===== src/rtl/pc_seq_pkg.sv =====
// pc_seq_pkg: shared types and constants for the PC sequencer.
// State encoding, next-PC source select and alignment helper.
package pc_seq_pkg;

  typedef enum logic [1:0] {
    ST_BOOT     = 2'd0,
    ST_FETCH    = 2'd1,
    ST_WAIT     = 2'd2,
    ST_REDIRECT = 2'd3
  } state_t;

  typedef enum logic [2:0] {
    SEL_RESET,
    SEL_HOLD,
    SEL_INC,
    SEL_TARGET,
    SEL_PENDING
  } pc_sel_t;

  localparam int unsigned INSTR_BYTES = 4;
  localparam logic [31:0] DEF_RESET_VECTOR = 32'h0000_0000;

  function automatic logic [31:0] word_align(
    input logic [31:0] a
  );
    return {a[31:2], 2'b00};
  endfunction

endpackage


===== src/rtl/pc_seq_if.sv =====
// pc_seq_if: pipeline-side bundle of the PC sequencer.
// master drives hazard/redirect/memory status, slave returns PC control.
interface pc_seq_if #(
  parameter int CNT_W = 16
);
  logic [31:0]      pc_out;
  logic             stall;
  logic             branch_taken;
  logic [31:0]      branch_target;
  logic             jump;
  logic [31:0]      jump_target;
  logic             imem_ready;
  logic [31:0]      next_pc;
  logic             imem_req;
  logic             if_id_write;
  logic             if_id_flush;
  logic [CNT_W-1:0] stall_count;

  modport master (
    output pc_out, stall,
    output branch_taken, branch_target,
    output jump, jump_target,
    output imem_ready,
    input  next_pc, imem_req,
    input  if_id_write, if_id_flush,
    input  stall_count
  );

  modport slave (
    input  pc_out, stall,
    input  branch_taken, branch_target,
    input  jump, jump_target,
    input  imem_ready,
    output next_pc, imem_req,
    output if_id_write, if_id_flush,
    output stall_count
  );
endinterface


===== src/rtl/pc_seq_fsm.sv =====
// pc_seq_fsm: fetch control FSM of the PC sequencer.
// Owns the state register; decodes control and next-PC source.
module pc_seq_fsm
  import pc_seq_pkg::*;
(
  input  logic    clk,
  input  logic    rst_n,
  input  logic    imem_ready,
  input  logic    stall,
  input  logic    redirect,
  output state_t  state,
  output logic    imem_req,
  output logic    if_id_write,
  output logic    if_id_flush,
  output logic    latch_pend,
  output pc_sel_t pc_sel
);

  state_t state_nx;
  logic   boot;
  logic   redir_now;
  logic   redir_late;
  logic   drain_done;
  logic   seq_adv;

  always_ff @(posedge clk or negedge rst_n) begin
    if (!rst_n) state <= ST_BOOT;
    else        state <= state_nx;
  end

  always_comb begin
    state_nx = state;
    unique case (state)
      ST_BOOT: state_nx = ST_FETCH;
      ST_FETCH, ST_WAIT: begin
        if (imem_ready)    state_nx = ST_FETCH;
        else if (redirect) state_nx = ST_REDIRECT;
        else               state_nx = ST_WAIT;
      end
      ST_REDIRECT: begin
        if (imem_ready) state_nx = ST_FETCH;
      end
      default: state_nx = ST_BOOT;
    endcase
  end

  // Mutually exclusive terms; anything else holds the PC.
  assign boot       = (state == ST_BOOT);
  assign redir_now  = !boot && redirect && imem_ready;
  assign redir_late = !boot && redirect && !imem_ready;
  assign drain_done = !boot && !redirect && imem_ready
                    && (state == ST_REDIRECT);
  assign seq_adv    = !boot && !redirect && imem_ready
                    && (state != ST_REDIRECT) && !stall;

  always_comb begin
    imem_req    = 1'b1;
    if_id_write = 1'b0;
    if_id_flush = 1'b0;
    latch_pend  = 1'b0;
    pc_sel      = SEL_HOLD;
    unique case (1'b1)
      boot: begin
        imem_req    = 1'b0;
        if_id_flush = 1'b1;
        pc_sel      = SEL_RESET;
      end
      redir_now: begin
        if_id_flush = 1'b1;
        pc_sel      = SEL_TARGET;
      end
      redir_late: latch_pend = 1'b1;
      drain_done: begin
        if_id_flush = 1'b1;
        pc_sel      = SEL_PENDING;
      end
      seq_adv: begin
        if_id_write = 1'b1;
        pc_sel      = SEL_INC;
      end
      default: ;
    endcase
  end

endmodule


===== src/rtl/pc_sequencer.sv =====
// pc_sequencer: next-PC selection and IF/ID control for the fetch stage.
// Holds the deferred redirect target and a saturating hold counter.
module pc_sequencer
  import pc_seq_pkg::*;
#(
  parameter logic [31:0] RESET_VECTOR = DEF_RESET_VECTOR,
  parameter int          CNT_W        = 16
) (
  input logic   clk,
  input logic   rst_n,
  pc_seq_if.slave bus
);

  state_t           state;
  pc_sel_t          pc_sel;
  logic             redirect;
  logic             latch_pend;
  logic             hold;
  logic [31:0]      target;
  logic [31:0]      pend_pc;
  logic [31:0]      inc_pc;
  logic [31:0]      next_pc;
  logic [CNT_W-1:0] cnt;

  // Branch wins over jump when both resolve together.
  assign redirect = bus.branch_taken | bus.jump;
  assign target   = word_align(bus.branch_taken ? bus.branch_target
                                                : bus.jump_target);
  assign inc_pc   = bus.pc_out + 32'(INSTR_BYTES);

  pc_seq_fsm u_fsm (
    .clk         (clk),
    .rst_n       (rst_n),
    .imem_ready  (bus.imem_ready),
    .stall       (bus.stall),
    .redirect    (redirect),
    .state       (state),
    .imem_req    (bus.imem_req),
    .if_id_write (bus.if_id_write),
    .if_id_flush (bus.if_id_flush),
    .latch_pend  (latch_pend),
    .pc_sel      (pc_sel)
  );

  always_comb begin
    next_pc = bus.pc_out;
    unique case (pc_sel)
      SEL_RESET:   next_pc = RESET_VECTOR;
      SEL_INC:     next_pc = inc_pc;
      SEL_TARGET:  next_pc = target;
      SEL_PENDING: next_pc = pend_pc;
      default:     next_pc = bus.pc_out;
    endcase
  end

  assign bus.next_pc = next_pc;

  always_ff @(posedge clk or negedge rst_n) begin
    if (!rst_n)          pend_pc <= '0;
    else if (latch_pend) pend_pc <= target;
  end

  assign hold = (state != ST_BOOT) && (next_pc == bus.pc_out);

  always_ff @(posedge clk or negedge rst_n) begin
    if (!rst_n)                  cnt <= '0;
    else if (hold && cnt != '1)  cnt <= cnt + CNT_W'(1);
  end

  assign bus.stall_count = cnt;

endmodule


===== src/flat_wrapper.sv =====
// flat-port wrapper written by rule: the top's interface ports become plain ports
module pc_sequencer_flat import pc_seq_pkg::*;
#(
  parameter logic [31:0] RESET_VECTOR = DEF_RESET_VECTOR,
  parameter int          CNT_W        = 16
)
  (clk, rst_n, bus_pc_out, bus_stall, bus_branch_taken, bus_branch_target, bus_jump, bus_jump_target, bus_imem_ready, bus_next_pc, bus_imem_req, bus_if_id_write, bus_if_id_flush, bus_stall_count);
  pc_seq_if #(.CNT_W(CNT_W)) bus_i ();
  input logic clk;
  input logic rst_n;
  input wire logic [$bits(bus_i.pc_out)-1:0] bus_pc_out;
  input wire logic [$bits(bus_i.stall)-1:0] bus_stall;
  input wire logic [$bits(bus_i.branch_taken)-1:0] bus_branch_taken;
  input wire logic [$bits(bus_i.branch_target)-1:0] bus_branch_target;
  input wire logic [$bits(bus_i.jump)-1:0] bus_jump;
  input wire logic [$bits(bus_i.jump_target)-1:0] bus_jump_target;
  input wire logic [$bits(bus_i.imem_ready)-1:0] bus_imem_ready;
  output wire logic [$bits(bus_i.next_pc)-1:0] bus_next_pc;
  output wire logic [$bits(bus_i.imem_req)-1:0] bus_imem_req;
  output wire logic [$bits(bus_i.if_id_write)-1:0] bus_if_id_write;
  output wire logic [$bits(bus_i.if_id_flush)-1:0] bus_if_id_flush;
  output wire logic [$bits(bus_i.stall_count)-1:0] bus_stall_count;
  assign bus_i.pc_out = bus_pc_out;
  assign bus_i.stall = bus_stall;
  assign bus_i.branch_taken = bus_branch_taken;
  assign bus_i.branch_target = bus_branch_target;
  assign bus_i.jump = bus_jump;
  assign bus_i.jump_target = bus_jump_target;
  assign bus_i.imem_ready = bus_imem_ready;
  assign bus_next_pc = bus_i.next_pc;
  assign bus_imem_req = bus_i.imem_req;
  assign bus_if_id_write = bus_i.if_id_write;
  assign bus_if_id_flush = bus_i.if_id_flush;
  assign bus_stall_count = bus_i.stall_count;
  pc_sequencer #(.RESET_VECTOR(RESET_VECTOR), .CNT_W(CNT_W)) u_core (.clk(clk), .rst_n(rst_n), .bus(bus_i));
endmodule

===== config.mk =====
export PLATFORM = sky130hd
export DESIGN_NAME = pc_sequencer_flat
export DESIGN_NICKNAME = d
export VERILOG_FILES = /design/src/rtl/pc_seq_pkg.sv /design/src/rtl/pc_seq_if.sv /design/src/rtl/pc_seq_fsm.sv /design/src/rtl/pc_sequencer.sv /design/src/flat_wrapper.sv
export SDC_FILE = /design/constraint.sdc
export NUM_CORES = 1
export LEC_CHECK = 0
export BUFFER_PORTS_ARGS = -buffer_cell sky130_fd_sc_hd__buf_2
export CORE_MARGIN = 2
export CORE_UTILIZATION = 40
export DETAILED_ROUTE_END_ITERATION = 16
export PLACE_DENSITY = 0.67
export SKIP_CTS_REPAIR_TIMING = 1
export SYNTH_ARGS = -nofsm -noshare
export SYNTH_HDL_FRONTEND = slang
export SYNTH_SLANG_ARGS = --single-unit

===== constraint.sdc =====
create_clock -name clk -period 3.15 [get_ports clk]
set_clock_uncertainty 0.2 [all_clocks]
set_input_delay 0.63 -clock clk [delete_from_list [all_inputs] [get_ports clk]]
set_output_delay 0.63 -clock clk [all_outputs]
set_load 0.01 [all_outputs]

==> metrics.cfg <==
[run_status]
status = finished with violations
failed_checks = setup timing

[hold_path]
hold_class = in -> async

[yosys]
synthArstFlopShare_pct = 100
yosysWarnings = 0
synth_seq_area_share_pct = 24.1
synth_flop_cell = dfrtp_1
netlist_instances = 668
syn_nets = 774
synth-seq-cells = 48
synth_edf_count = 0
synthDistinctLibCells = 73
avgSynthCellArea_sq_um = 7.47
syn_area_sq_um = 4990

[die]
die_h_um = 116
die_w_um = 116
boundaryPins = 153
rows = 40
core_area_sq_um = 12100
initial_utilization_pct = 41.2
die-area_sq_um = 13400

[setup_path]
r2r_start = u_core.u_fsm.state[1]
crit_slowest_cell = or4b_4
critPathRequiredTime_ns = 3.13
r2r_setup_slack_ns = -0.63
worst_r2r_path_depth = 14
worstPathMaxFanout = 6
max_stage_delay_ns = 0.52
worstPathArrival_ns = 3.76
crit_family = simple AND/OR/NAND/NOR gates
end_kind = flip-flop
path_cells = ha_4 -> or4b_4 -> a21oi_4 -> buf_8 -> buf_12 -> a21oi_4 -> a32o_1 -> nor4_2 -> nand4_1 -> nor4_4 -> clkbuf_16 -> buf_12 -> nand2_2 -> mux2_4
critPathBufInv = 4
criticalPathCategory = reg -> reg
timing.rr.end = u_core.bus.stall_count[1]
critical_path.startpoint_type = flip-flop

[clocking]
clock_sinks = 48
htree_levels = 2
clk_path_buf_depth = 2
clkTransAtPathRegs_ns = 0.07
cts_made_buffers = 5
clockRootBuffer = clkbuf_16
clk_latency_ns = 0.29
cts_tree = done

[global_routing]
grt_max_degree = 42
grt_pass1_vias = 6299
grt-ovfl-total = 0
antenna_found_initial = 0
grt_busiest_layer = met2
use_met2_pct = 52.4
grt_usage_pct = 31.9
use_met1_pct = 44.1
grt_pass1_wl_mm = 33.3
groute.layer.met3.usage_pct = 3.50

[detailed_routing]
vias = 6904
first_iter_violations = 666
wire_per_inst_um = 19.6
drtAntennaViolNets = 0
drt-total-wl_mm = 22.8
drtPass1Iterations = 5
drc_errors = 0
vias_per_cell = 5.93

[sta]
maxSlewHeadroom_pct = 52.3
period_share_pct = 120
worst_slack_ns = -0.626
setup_viol = 45
fmaxAchievable_ghz = 0.265
worst_pin_slew_ns = 0.707
period_needed_ns = 3.78
rsz0062_at_grt = yes
whs_ns = 0.107
slew_viol_final = 0
hold_viol = 0

[power_and_ir_drop]
power_density_nw_per_um2 = 325
peakVddDrop_v = 0.000371
p_leak_nw = 3.91
switchingPower_w = 0.000975
swShare_pct = 35.6
pwr-share-clk_pct = 23.1
p_int_w = 0.00176
p_comb_share_pct = 49.5
p_seq_share_pct = 27.4

[layout]
final_area_sq_um = 8420
diodes = 0
areaGrowthSynthToFinish_pct = 68.8
nets = 1102
drive_gt1_share_pct = 49.5

[placed_design]
place_area_sq_um = 7330
dp_slack_ns = -0.673
place_congestion = 1.00
place_hpwl_mm = 17.6
placement.io_buffers = 148

[job]
maxCapViolCount = 0

## per-stage QoR
stage	total power, W	std cells	util (%)	TNS, ns
after global routing	0.00287	1165	69.5	-19.04
after detailed placement	0.00186	1125	60.5	-13.70
after global placement	0.00184	1125	60.5	-13.24
after floorplan	0.00130	668	-	-1.66
after CTS	0.00250	1133	62.0	-17.56
final	0.00274	1165	69.5	-16.45
## kinds of logic after synthesis
kind of cell | after synthesis | synth area share, %
simple gates | 281 | 30.2
compound gates | 211 | 28.1
buf+inv | 75 | 6.77
flops | 48 | 24.1
mux | 32 | 6.82
xor+xnor | 17 | 2.99
fa+ha+maj | 4 | 1.00
## flip-flops by register name (all words and copies together) (netlist names)
name                    flops
u_core.u_fsm.state          2
u_core.bus.stall_count     16
u_core.pend_pc             30
## cell usage in the layout (no fill, tap or decap), drive strengths merged, types with 8 or more instances in the layout
master | Yosys | routed
buf | 21 | 371
nand2 | 73 | 73
o21ai | 50 | 50
a21oi | 50 | 50
dfrtp | 48 | 48
nand3 | 39 | 39
nor2 | 38 | 38
nand4 | 27 | 27
and3 | 22 | 22
inv | 20 | 20
mux2i | 16 | 16
xnor2 | 16 | 16
mux2 | 16 | 16
nor4 | 15 | 15
a22oi | 12 | 12
a31oi | 12 | 12
nor3 | 11 | 11
a22o | 10 | 10
a21boi | 10 | 10
nand3b | 9 | 9
clkbuf | 33 | 9
o211ai | 8 | 8
and2 | 8 | 8
## worst register-to-register path: stages, from the launching register on
cell and delay [ns]:
dfrtp_2 0.44, ha_4 0.19, or4b_4 0.52, a21oi_4 0.22
buf_8 0.16, buf_12 0.11, a21oi_4 0.04, a32o_1 0.23
nor4_2 0.29, nand4_1 0.20, nor4_4 0.39, clkbuf_16 0.21
buf_12 0.11, nand2_2 0.06, mux2_4 0.30
## power by group through the flow
| stage | Sequential [W] | Clock, W | Combinational [W] |
|---|---|---|---|
| 5_1_grt | 0.000758 | 0.000667 | 0.00144 |
| 3_3_place_gp | 0.000748 | 0 | 0.00109 |
| 4_1_cts | 0.000743 | 0.000645 | 0.00112 |
| 3_5_place_dp | 0.000754 | 0 | 0.00111 |
| 2_1_floorplan | 0.000738 | 0 | 0.000558 |
| 6_report | 0.000750 | 0.000634 | 0.00136 |
## synthesized netlist by cell type, types with 4 or more instances
| cell | count | area [sq um] |
|---|---|---|
| o311ai_0 | 7 | 61.3 |
| nand4_1 | 27 | 169 |
| nor3_1 | 11 | 55.1 |
| or3_1 | 4 | 25.0 |
| o21ai_0 | 50 | 250 |
| clkbuf_1 | 33 | 124 |
| buf_6 | 4 | 45.0 |
| a31oi_1 | 12 | 75.1 |
| inv_1 | 20 | 75.1 |
| nand2b_1 | 4 | 25.0 |
| nor2b_1 | 5 | 31.3 |
| a2111oi_0 | 6 | 52.6 |
| nand3b_1 | 9 | 67.6 |
| a22oi_1 | 12 | 90.1 |
| a22o_1 | 10 | 87.6 |
| mux2_2 | 15 | 169 |
| buf_1 | 4 | 15.0 |
| nand2_1 | 72 | 270 |
| nand3_1 | 39 | 195 |
| and3_1 | 22 | 138 |
| mux2i_1 | 16 | 160 |
| xnor2_1 | 16 | 140 |
| ha_1 | 4 | 50.1 |
| a211oi_1 | 5 | 37.5 |
| a311oi_1 | 4 | 35.0 |
| nor2_1 | 38 | 143 |
| a21boi_0 | 10 | 75.1 |
| and2_1 | 8 | 50.1 |
| buf_2 | 11 | 55.1 |
| nor4_1 | 14 | 87.6 |
| and4_1 | 6 | 52.6 |
| a21oi_1 | 48 | 240 |
| dfrtp_1 | 48 | 1200 |
| o211ai_1 | 8 | 60.1 |
## area by class of cell
| cell class | count | area (sq um) |
|---|---|---|
| Clock buffer | 6 | 139 |
| Clock inverter | 2 | 38.8 |
| Fill cell | 1052 | 3690 |
| Inverter | 21 | 91.3 |
| Multi-Input combinational cell | 545 | 3940 |
| Sequential cell | 48 | 1200 |
| Tap cell | 168 | 210 |
| Timing Repair Buffer | 374 | 2780 |
| Timing Repair inverter | 1 | 16.3 |
## how the worst max path moves through the flow
stage,from,endpoint,slack (ns),cells past startpoint
floorplan,bus_imem_ready,bus_next_pc[16],-0.12,8
global placement,bus_branch_taken,u_core.bus.stall_count[1],-0.68,13
detailed placement,bus_jump,u_core.bus.stall_count[1],-0.67,13
CTS,u_core.u_fsm.state[0],u_core.bus.stall_count[1],-0.62,13
global route,u_core.u_fsm.state[1],u_core.bus.stall_count[1],-0.66,14
finish,u_core.u_fsm.state[1],u_core.bus.stall_count[1],-0.63,14
## metal layers
metal	routed length (um)	vias to the layer above
li1	-	3208
met1	9790	3320
met2	10700	317
met3	1590	59
met4	738	0
met5	0	-
Note: power is estimated with default switching activity, not from simulation.
